## src/rtl/multi_pulse_synchro.sv

```systemverilog
// Multi-channel level synchroniser with optional stability filter, edge detection
// and a per-channel pulse stretcher that flags events dropped mid-pulse.
module multi_pulse_synchro #(
  parameter int CHANNELS    = 4,
  parameter int SYNC_STAGES = 2,
  parameter int MODE        = 0,
  parameter int FILTER      = 0,
  parameter int PULSE_WIDTH = 1
) (
  input  logic                aclk,
  input  logic                arstn,
  input  logic [CHANNELS-1:0] data_i,
  input  logic [CHANNELS-1:0] clear_i,
  output logic [CHANNELS-1:0] data_o,
  output logic [CHANNELS-1:0] busy_o,
  output logic [CHANNELS-1:0] overflow_o
);

  localparam logic [7:0] PW_LOAD = 8'(PULSE_WIDTH);

  typedef enum logic {
    IDLE  = 1'b0,
    PULSE = 1'b1
  } state_t;

  for (genvar ch = 0; ch < CHANNELS; ch++) begin : g_ch
    logic [SYNC_STAGES-1:0] sync_r;
    logic                   synced_s;
    logic                   filt_s;
    logic                   prev_r;
    logic                   edge_s;
    logic                   evt_r;
    state_t                 state_r;
    logic [7:0]             rem_r;
    logic                   pulse_r;
    logic                   ovf_r;

    // Plain flop chain, no logic between stages.
    always_ff @(posedge aclk or negedge arstn) begin
      if (!arstn) begin
        sync_r <= '0;
      end else begin
        sync_r <= {sync_r[SYNC_STAGES-2:0], data_i[ch]};
      end
    end

    assign synced_s = sync_r[SYNC_STAGES-1];

    if (FILTER == 0) begin : g_nofilt
      assign filt_s = synced_s;
    end else begin : g_filt
      localparam logic [7:0] STAB_LAST = 8'(FILTER - 1);
      logic       filt_r;
      logic [7:0] stab_r;

      // Accept a new level only after it has differed for FILTER consecutive cycles.
      always_ff @(posedge aclk or negedge arstn) begin
        if (!arstn) begin
          filt_r <= 1'b0;
          stab_r <= 8'd0;
        end else if (synced_s == filt_r) begin
          stab_r <= 8'd0;
        end else if (stab_r == STAB_LAST) begin
          filt_r <= synced_s;
          stab_r <= 8'd0;
        end else begin
          stab_r <= stab_r + 8'd1;
        end
      end

      assign filt_s = filt_r;
    end

    // Edge select on the filtered level.
    always_comb begin
      edge_s = 1'b0;
      case (MODE)
        0:       edge_s = filt_s & ~prev_r;
        1:       edge_s = ~filt_s & prev_r;
        default: edge_s = filt_s ^ prev_r;
      endcase
    end

    // Registered event keeps the rise at SYNC_STAGES+FILTER+1 edges.
    always_ff @(posedge aclk or negedge arstn) begin
      if (!arstn) begin
        prev_r <= 1'b0;
        evt_r  <= 1'b0;
      end else begin
        prev_r <= filt_s;
        evt_r  <= edge_s;
      end
    end

    // Pulse generator; a drop sets the sticky flag and beats a same-cycle clear.
    always_ff @(posedge aclk or negedge arstn) begin
      if (!arstn) begin
        state_r <= IDLE;
        rem_r   <= 8'd0;
        pulse_r <= 1'b0;
        ovf_r   <= 1'b0;
      end else begin
        ovf_r <= ovf_r & ~clear_i[ch];
        case (state_r)
          IDLE: begin
            if (evt_r) begin
              state_r <= PULSE;
              rem_r   <= PW_LOAD;
              pulse_r <= 1'b1;
            end else begin
              pulse_r <= 1'b0;
            end
          end
          PULSE: begin
            if (rem_r == 8'd1) begin
              if (evt_r) begin
                rem_r   <= PW_LOAD;
                pulse_r <= 1'b1;
              end else begin
                state_r <= IDLE;
                rem_r   <= 8'd0;
                pulse_r <= 1'b0;
              end
            end else begin
              rem_r   <= rem_r - 8'd1;
              pulse_r <= 1'b1;
              if (evt_r) begin
                ovf_r <= 1'b1;
              end else begin
                ovf_r <= ovf_r & ~clear_i[ch];
              end
            end
          end
          default: begin
            state_r <= IDLE;
            rem_r   <= 8'd0;
            pulse_r <= 1'b0;
          end
        endcase
      end
    end

    assign data_o[ch]     = pulse_r;
    assign busy_o[ch]     = pulse_r;
    assign overflow_o[ch] = ovf_r;
  end

endmodule

```

## config.mk

```make
export PLATFORM = sky130hd
export DESIGN_NAME = multi_pulse_synchro
export DESIGN_NICKNAME = d
export VERILOG_FILES = /design/src/rtl/multi_pulse_synchro.sv
export SDC_FILE = /design/constraint.sdc
export NUM_CORES = 1
export LEC_CHECK = 0
export ABC_AREA = 1
export CELL_PAD_IN_SITES_DETAIL_PLACEMENT = 1
export CELL_PAD_IN_SITES_GLOBAL_PLACEMENT = 1
export CORE_ASPECT_RATIO = 0.5
export CORE_UTILIZATION = 40
export DETAILED_ROUTE_END_ITERATION = 8
export HOLD_SLACK_MARGIN = 0.02
export PLACE_DENSITY_LB_ADDON = 0.2
export SLEW_MARGIN = 20
export SYNTH_ARGS = -nofsm -noshare
export SYNTH_HDL_FRONTEND = slang
export SYNTH_SLANG_ARGS = --single-unit
```

## constraint.sdc

```tcl
create_clock -name aclk -period 1.83 [get_ports aclk]
set_input_delay 0.183 -clock aclk [delete_from_list [all_inputs] [get_ports aclk]]
set_output_delay 0.183 -clock aclk [all_outputs]
set_load 0.05 [all_outputs]
```

# After elaboration in Yosys (flattened, before gate mapping)
# Cells that the tools add are included.
# word_totals
elab_cells	96
regBits	56
out_inout_bits	12
# op_classes
n_addsub	4
eq_ne	8
n_bitwise	20
muxes	40
# ops
operator	n
$mux 8	8
$pmux 8 s2	4
$eq 8x1->1 const B	4
$sub 8x1->8 const B	4
$mux 1	24
$not 1->1	12
$and 1x1->1	8
$ne 2x2->1 const B	4
$pmux 1 s2	4

# Depth between registers and ports, before layout
# Gate-level depths: netlist of run 1.
# logic_depth
depth_word	5
mapped_depth	9
depth_no_buf	9

# Worst setup path before layout of run 1
# Ideal clock, no wire load.
# synth_timing
path_kind	reg2reg
startpoint	register g_ch[1].rem_r[1]
endpoint	register g_ch[1].rem_r[0]
n_path_buf	0
arrival_time_ps	1064
required_ps	1714
stages_incl_launch_ff	8
setup_ps	116
slack_ps	649
cell_sequence	dfrtp_1 -> inv_1 -> ha_1 -> nand3_1 -> o21ai_4 -> nand2_2 -> nand2_1 -> nand2_1
# synth_between
elab_chain_len	3
# synth_lines
element	line	text
start, declared	34	logic [7:0] rem_r;
start signal, assigned	125	rem_r <= rem_r - 8'd1;
$eq 8x1->1	115	if (rem_r == 8'd1) begin
$mux 8	115	
$pmux 8 s2	104	case (state_r)
# Every way passes these cells.
# A chain may end at the register's enable or synchronous reset.

# Worst setup path in the final report of run 1
# layout_timing
startpoint	register g_ch[0].pulse_r
endpoint	output data_o[0]
# layout_lines
element	line	text
start, declared	35	logic pulse_r;
start signal, assigned	100	pulse_r <= 1'b0;
start signal, assigned	109	pulse_r <= 1'b1;
start signal, assigned	111	pulse_r <= 1'b0;
end, declared	14	output logic [CHANNELS-1:0] data_o,
# No word-level cell between the ends.

==> results of run 1 <==
[cell usage in the layout, fill, tap and decap left out, drive strengths merged]
| cell type | synthesis | layout |
|---|---|---|
| o21bai | 1 | 1 |
| dlymetal6s2s | 0 | 2 |
| a21oi | 3 | 3 |
| clkinv | 0 | 1 |
| nand2 | 86 | 86 |
| clkinvlp | 0 | 2 |
| xor2 | 9 | 9 |
| o22ai | 10 | 10 |
| dfrtp | 56 | 56 |
| nor2 | 39 | 39 |
| o21ai | 20 | 20 |
| clkdlybuf4s50 | 0 | 14 |
| buf | 12 | 7 |
| ha | 8 | 8 |
| dlygate4sd3 | 0 | 1 |
| clkbuf | 0 | 5 |
| inv | 48 | 48 |
| nand4 | 1 | 1 |
| xnor2 | 4 | 4 |
| nand3 | 20 | 20 |
[final cells by class]
cell class	count	area, µm²
clock buffer	5	125.1
clock inverter	3	23.77
tap	88	110.1
multi-input combinational	201	1060
inverter	48	180.2
fill	777	3193
sequential	56	1401
timing repair buffer	24	237.7
[sequential cells by signal (all words and copies together), names as in the netlist]
signal and count:
g_ch.evt_r 4, g_ch.ovf_r 4, g_ch.prev_r 4, g_ch.sync_r 8, g_ch.pulse_r 4, g_ch.rem_r 32
[through the flow]
| stage | total power (µW) | setup slack, ps | hold WS [ps] | utilization |
|---|---|---|---|---|
| 6_report | 5809 | 74.48 | 322.4 | 0.4957 |
| 2_1_floorplan | 4254 | 649.5 | -112.6 | - |
| 4_1_cts | 5905 | 23.92 | 272.3 | 0.4949 |
| 5_1_grt | 6329 | 27.70 | 316.2 | 0.4957 |
| 3_3_place_gp | 4704 | 374.4 | 56.96 | 0.4698 |
| 3_5_place_dp | 4888 | 351.4 | 53.49 | 0.4698 |
[cell families (layout without fill, tap and decap cells)]
group	Yosys count	in the layout	synth area share
xor gates and xnor gates	13	13	0.04169
adders and majority gates	8	8	0.03665
DFF	56	56	0.5131
buffers and inverters	60	80	0.09895
and+or+nand+nor	146	146	0.2336
AOI/OAI and AO/OA	34	34	0.07604
[what timing repair did]
item,4_1_cts,5_1_grt
setup endpoints to repair,0,2
gates resized for setup,0,2
hold buffers,1,0
endpoints found under the hold margin,8,0
[worst min-delay path by stage]
stage	start	end	slack [ps]
after floorplan	arstn	g_ch[0].evt_r	-110
after CTS	arstn	g_ch[2].sync_r[0]	270
after detailed placement	arstn	g_ch[2].sync_r[0]	50
after global routing	data_i[2]	g_ch[2].sync_r[0]	320
after global placement	arstn	g_ch[2].sync_r[0]	60
final	arstn	g_ch[1].sync_r[0]	320
[power by group through the flow]
stage                     Combinational, µW  Clock (µW)  Sequential [µW]
after detailed placement               2760           0             2130
after floorplan                        2230           0             2020
after global routing                   3100        1040             2190
after global placement                 2620           0             2090
final                                  2730         964             2110
after CTS                              2790        1000             2110
[per-layer routing]
metal | vias up | global-route usage | part of all wire
met5 | - | 0 | 0
met4 | 0 | 0.04702 | 0.0014
met3 | 2 | 0.04793 | 0.025
met2 | 13 | 0.3492 | 0.52
met1 | 983 | 0.2021 | 0.45
li1 | 1006 | - | -
==> metrics.txt, run 1 <==
cell with the most instances after synthesis nand2_1; diodes inserted 0; vias 2004; Placed Instances 416; top cell type's share of synthesized area 0.5131; reg2reg end g_ch[1].rem_r[0]; Tcrit/Tclk final 0.9593; Sum Neg Setup Slack 0 ps; core area 6331 µm²; global-route wire length before repair 9922 µm; Post-synth EDFFs 0; LEAKAGE 0.001518 µW; I/O pin cnt 22; # nets final 354; layout cells sized above 1 0.1128; top cells by area, synth dfrtp_1 (51%), nand2_1 (10%), inv_1 (6.3%); synth warn 0; clk buf depth 2; CP required 1650 ps; Worst EP arrival 1570 ps; sequential share of power 0.363; R2R depth 7; setup bufs post-CTS 0; Initial Util 0.4314; Levels on crit path 1; flip-flop and latch count after synthesis 56; Synthesized Nets 335; Post-DP Area 2974 µm²; area leader, netlist dfrtp_1; sw power 2653 µW; DR WL/cell 13.16 µm; sequential element share of the synthesized area 0.5131; Synth Instances 317; flop2flop setup slack 450 ps; reg2reg start g_ch[1].rem_r[1]; initial antenna violation count 0; pwr/cell area 1851 nW/µm²; die width 118.9 µm; Worst setup endpoint data_o[0]; clock root buffer clkbuf_16; Residual DRC 0; final wirelength 5595 µm; Post-synth ARST share 1.000; Fin. Hold Viols 0; Max-Cap Viols 0; Cell Chain, Critical Path clkdlybuf4s50_1; Die H 60.43 µm; Num CTS Buffers 5; slew at the pin closest to its max-slew limit 515.5 ps; RSZ-0062 raised after global routing no; critical path capture point type output port; row count 20; H-Tree Depth 2; Setup crit start g_ch[0].pulse_r; DP HPWL 4095 µm; max-slew violation count 0; Via density 4.715; non-filler cells, final 425; status finished, final reports clean; largest net degree at the start of global routing 49; CP Class flop to output port; final setup fails 0; DRT iter0 DRCs 49; Clk pwr share 0.166; Mapped Area 2731 µm²; IO buf count 21; Die ar. 7183 µm²; logic gate share of total power 0.471; IR drop worst, VDD 0.0007171 V; Synth Flop Type dfrtp_1; vias in the first global route 2160; CTS tree yes; CTS clk-pin slew, worst paths 70 ps; max incr delay on CP 850 ps; GR Overflow Total 0; Crit Path Max Fanout 5; latest clock arrival within the worst-skew pair 290 ps; Slew headroom 0.6553; Clock Skew 2.419 ps; Crit path buffers/inverters 1; Clock Sinks 56; Tot GR Track Use 0.1793; Synth top cells by count nand2_1 (74), dfrtp_1 (56), inv_1 (46); Fmax 569.6 MHz; crit path launch type flop; RD Place Congestion 0.8111; first-pass detailed-route iteration total 4; syn avg cell area 8.616 µm²; Pint 3156 µW; Slowest cell on crit path clkdlybuf4s50_1; Yosys cell types 20; minimum clock period 1756 ps; Area Overhead vs Synth 14.89%; Antenna Nets Post-Route 0; post-route cell area 3138 µm²; worst hold path class input port to async pin; CP top delay family buffers and inverters; Switching Fraction 0.4567
No activity file was read; power rests on OpenSTA's default activity.
==> inputs of run 2 (changes only) <==
--- a/config.mk
+++ b/config.mk
@@ -9,7 +9,7 @@
 export CELL_PAD_IN_SITES_DETAIL_PLACEMENT = 1
 export CELL_PAD_IN_SITES_GLOBAL_PLACEMENT = 1
 export CORE_ASPECT_RATIO = 0.5
-export CORE_UTILIZATION = 40
+export CORE_UTILIZATION = 44
 export DETAILED_ROUTE_END_ITERATION = 8
 export HOLD_SLACK_MARGIN = 0.02
 export PLACE_DENSITY_LB_ADDON = 0.2
==> constraint.sdc (replaced) <==
create_clock -name aclk -period 2 [get_ports aclk]
set_input_delay 0.2 -clock aclk [delete_from_list [all_inputs] [get_ports aclk]]
set_output_delay 0.2 -clock aclk [all_outputs]
set_load 0.05 [all_outputs]
==> run 2 against run 1 <==
  * Sequential share of layout area is 0.11 points higher
  * Critical endpoint is now data_o[3]
  * Utilization is 5.1 points higher
  * Total power shrank 7.7%
  * First-iteration DRC count grew 39%
  * Clock-buffer cell count up 1
  * Sequential power fell by 9%
  * Die area fell by 8.9%
==> metrics.txt, run 2 (synthesis gave the netlist of run 1 again) <==
CP top delay family buffers and inverters; critical path capture point type output port; latest clock arrival within the worst-skew pair 300 ps; top flop regs g_ch.rem_r x32, g_ch.sync_r x8; Antenna Nets Post-Route 0; Final Core Density 0.5464; minimum clock period 1814 ps; Area Overhead vs Synth 14.61%; Residual DRC 0; largest net degree at the start of global routing 37; RSZ-0062 raised after global routing no; Clk pwr share 0.168; # nets final 353; CP required 1800 ps; logic gate share of total power 0.472; CTS clk-pin slew, worst paths 70 ps; final wirelength 5737 µm; commonest non-fill, non-tap cell in the layout nand2_1; Slew headroom 0.6411; crit path launch type flop; Worst setup endpoint data_o[3]; Clock Sinks 56; row count 19; pre-CTS setup slack 507.2 ps; Die H 57.71 µm; worst hold path class input port to flop; Placed Instances 411; setup bufs post-CTS 0; Post-CTS Hold Fix Bufs 1; Cell Chain, Critical Path clkdlybuf4s50_1; Slowest cell on crit path clkdlybuf4s50_1; DR WL/cell 13.66 µm; slew at the pin closest to its max-slew limit 538.4 ps; sw power 2437 µW; die width 113.4 µm; DRT iter0 DRCs 68; clock root buffer clkbuf_16; Die ar. 6546 µm²; IR drop worst, VDD 0.0009626 V; Switching Fraction 0.4547; initial antenna violation count 0; Levels on crit path 1; clk buf depth 2; Pint 2922 µW; Post-CTS Resized 0; max incr delay on CP 850 ps; Fmax 551.3 MHz; worst hold path startpoint data_i[2]; vias 2071; LEAKAGE 0.001522 µW; Tcrit/Tclk final 0.9070; Sum Neg Setup Slack 0 ps; Crit path buffers/inverters 1; layout cells sized above 1 0.09821; global-route wire length before repair 10010 µm; max reg flops 32; vias in the first global route 2205; Design Power 5359 µW; R2R depth 9; diodes inserted 0; H-Tree Depth 2; Initial Util 0.4767; reg2reg end g_ch[0].rem_r[0]; Worst Setup Slack, final 186.1 ps; hold depth 1; IO buf count 21; Clock Skew 5.112 ps; GR Overflow Total 0; Num CTS Buffers 5; CTS tree yes; Worst EP arrival 1610 ps; RD Place Congestion 0.7925; Tot GR Track Use 0.2018; CP Class flop to output port; flop2flop setup slack 650 ps; non-filler cells, final 420; reg2reg start g_ch[0].rem_r[1]; Top reg by flops g_ch.rem_r; Setup crit start g_ch[3].pulse_r; status finished, final reports clean; max-slew violation count 0; pwr/cell area 1712 nW/µm²; sequential share of power 0.360; Fin. Hold Viols 0; core area 5729 µm²; DP HPWL 4392 µm; I/O pin cnt 22; Via density 4.931; final setup fails 0; Crit Path Max Fanout 5; Max-Cap Viols 0; first-pass detailed-route iteration total 4; commonest cells after routing, fill and taps aside nand2_1 (74), dfrtp_1 (56), inv_1 (46)
[run 2: cell count changes in the layout (fill, tap and decap cells not counted), sizes merged]
cell,previous run,this run
buf,7,2
clkbuf,5,6
clkdlybuf4s50,14,20
clkinv,1,2
clkinvlp,2,0
dlymetal6s2s,2,0
[run 2: metrics by stage]
stage	area, µm²	hold WS [ps]
after floorplan	2731	-95.59
after global placement	2972	216.3
after detailed placement	2972	217.3
after CTS	3131	334.4
after global routing	3131	331.5
final	3131	341.4
[run 2: cell type report]
cell class,instances,area [µm²]
fill,667,2599
inverter,48,180.2
sequential,56,1401
clock inverter,2,10.01
tap,84,105.1
multi-input combinational,201,1060
timing repair buffer,23,235.2
clock buffer,6,138.9
[run 2: power by group through the flow]
stage	registers [µW]	clock network [µW]	logic, µW
3_5_place_dp	1940	0	2570
5_1_grt	1990	965	2860
3_3_place_gp	1900	0	2410
4_1_cts	1930	928	2580
2_1_floorplan	1850	0	2040
6_report	1930	902	2530
[run 2: per-layer routing]
metal  GRT usage  wire length, µm  vias to the layer above
li1            -                -                     1002
met1      0.2221             2423                     1040
met2      0.3821             3079                       17
met3     0.05439              137                       12
met4     0.07519               96                        0
met5           0                0                        -
[run 2: how the worst min path moves through the flow]
stage / to / slack (ps)
final: g_ch[2].sync_r[0] / 340
after global routing: g_ch[2].sync_r[0] / 330
after CTS: g_ch[3].sync_r[0] / 330
after detailed placement: g_ch[3].rem_r[5] / 220
after global placement: g_ch[3].rem_r[3] / 220
after floorplan: g_ch[0].evt_r / -100
==> inputs of run 3 (changes only) <==
--- a/config.mk
+++ b/config.mk
@@ -11,9 +11,8 @@
 export CORE_ASPECT_RATIO = 0.5
 export CORE_UTILIZATION = 44
 export DETAILED_ROUTE_END_ITERATION = 8
-export HOLD_SLACK_MARGIN = 0.02
+export HOLD_SLACK_MARGIN = 0.06
 export PLACE_DENSITY_LB_ADDON = 0.2
-export SLEW_MARGIN = 20
 export SYNTH_ARGS = -nofsm -noshare
 export SYNTH_HDL_FRONTEND = slang
 export SYNTH_SLANG_ARGS = --single-unit
==> results of run 3 <==
No change in the layout: final DEF, timing and power equal those of run 2.
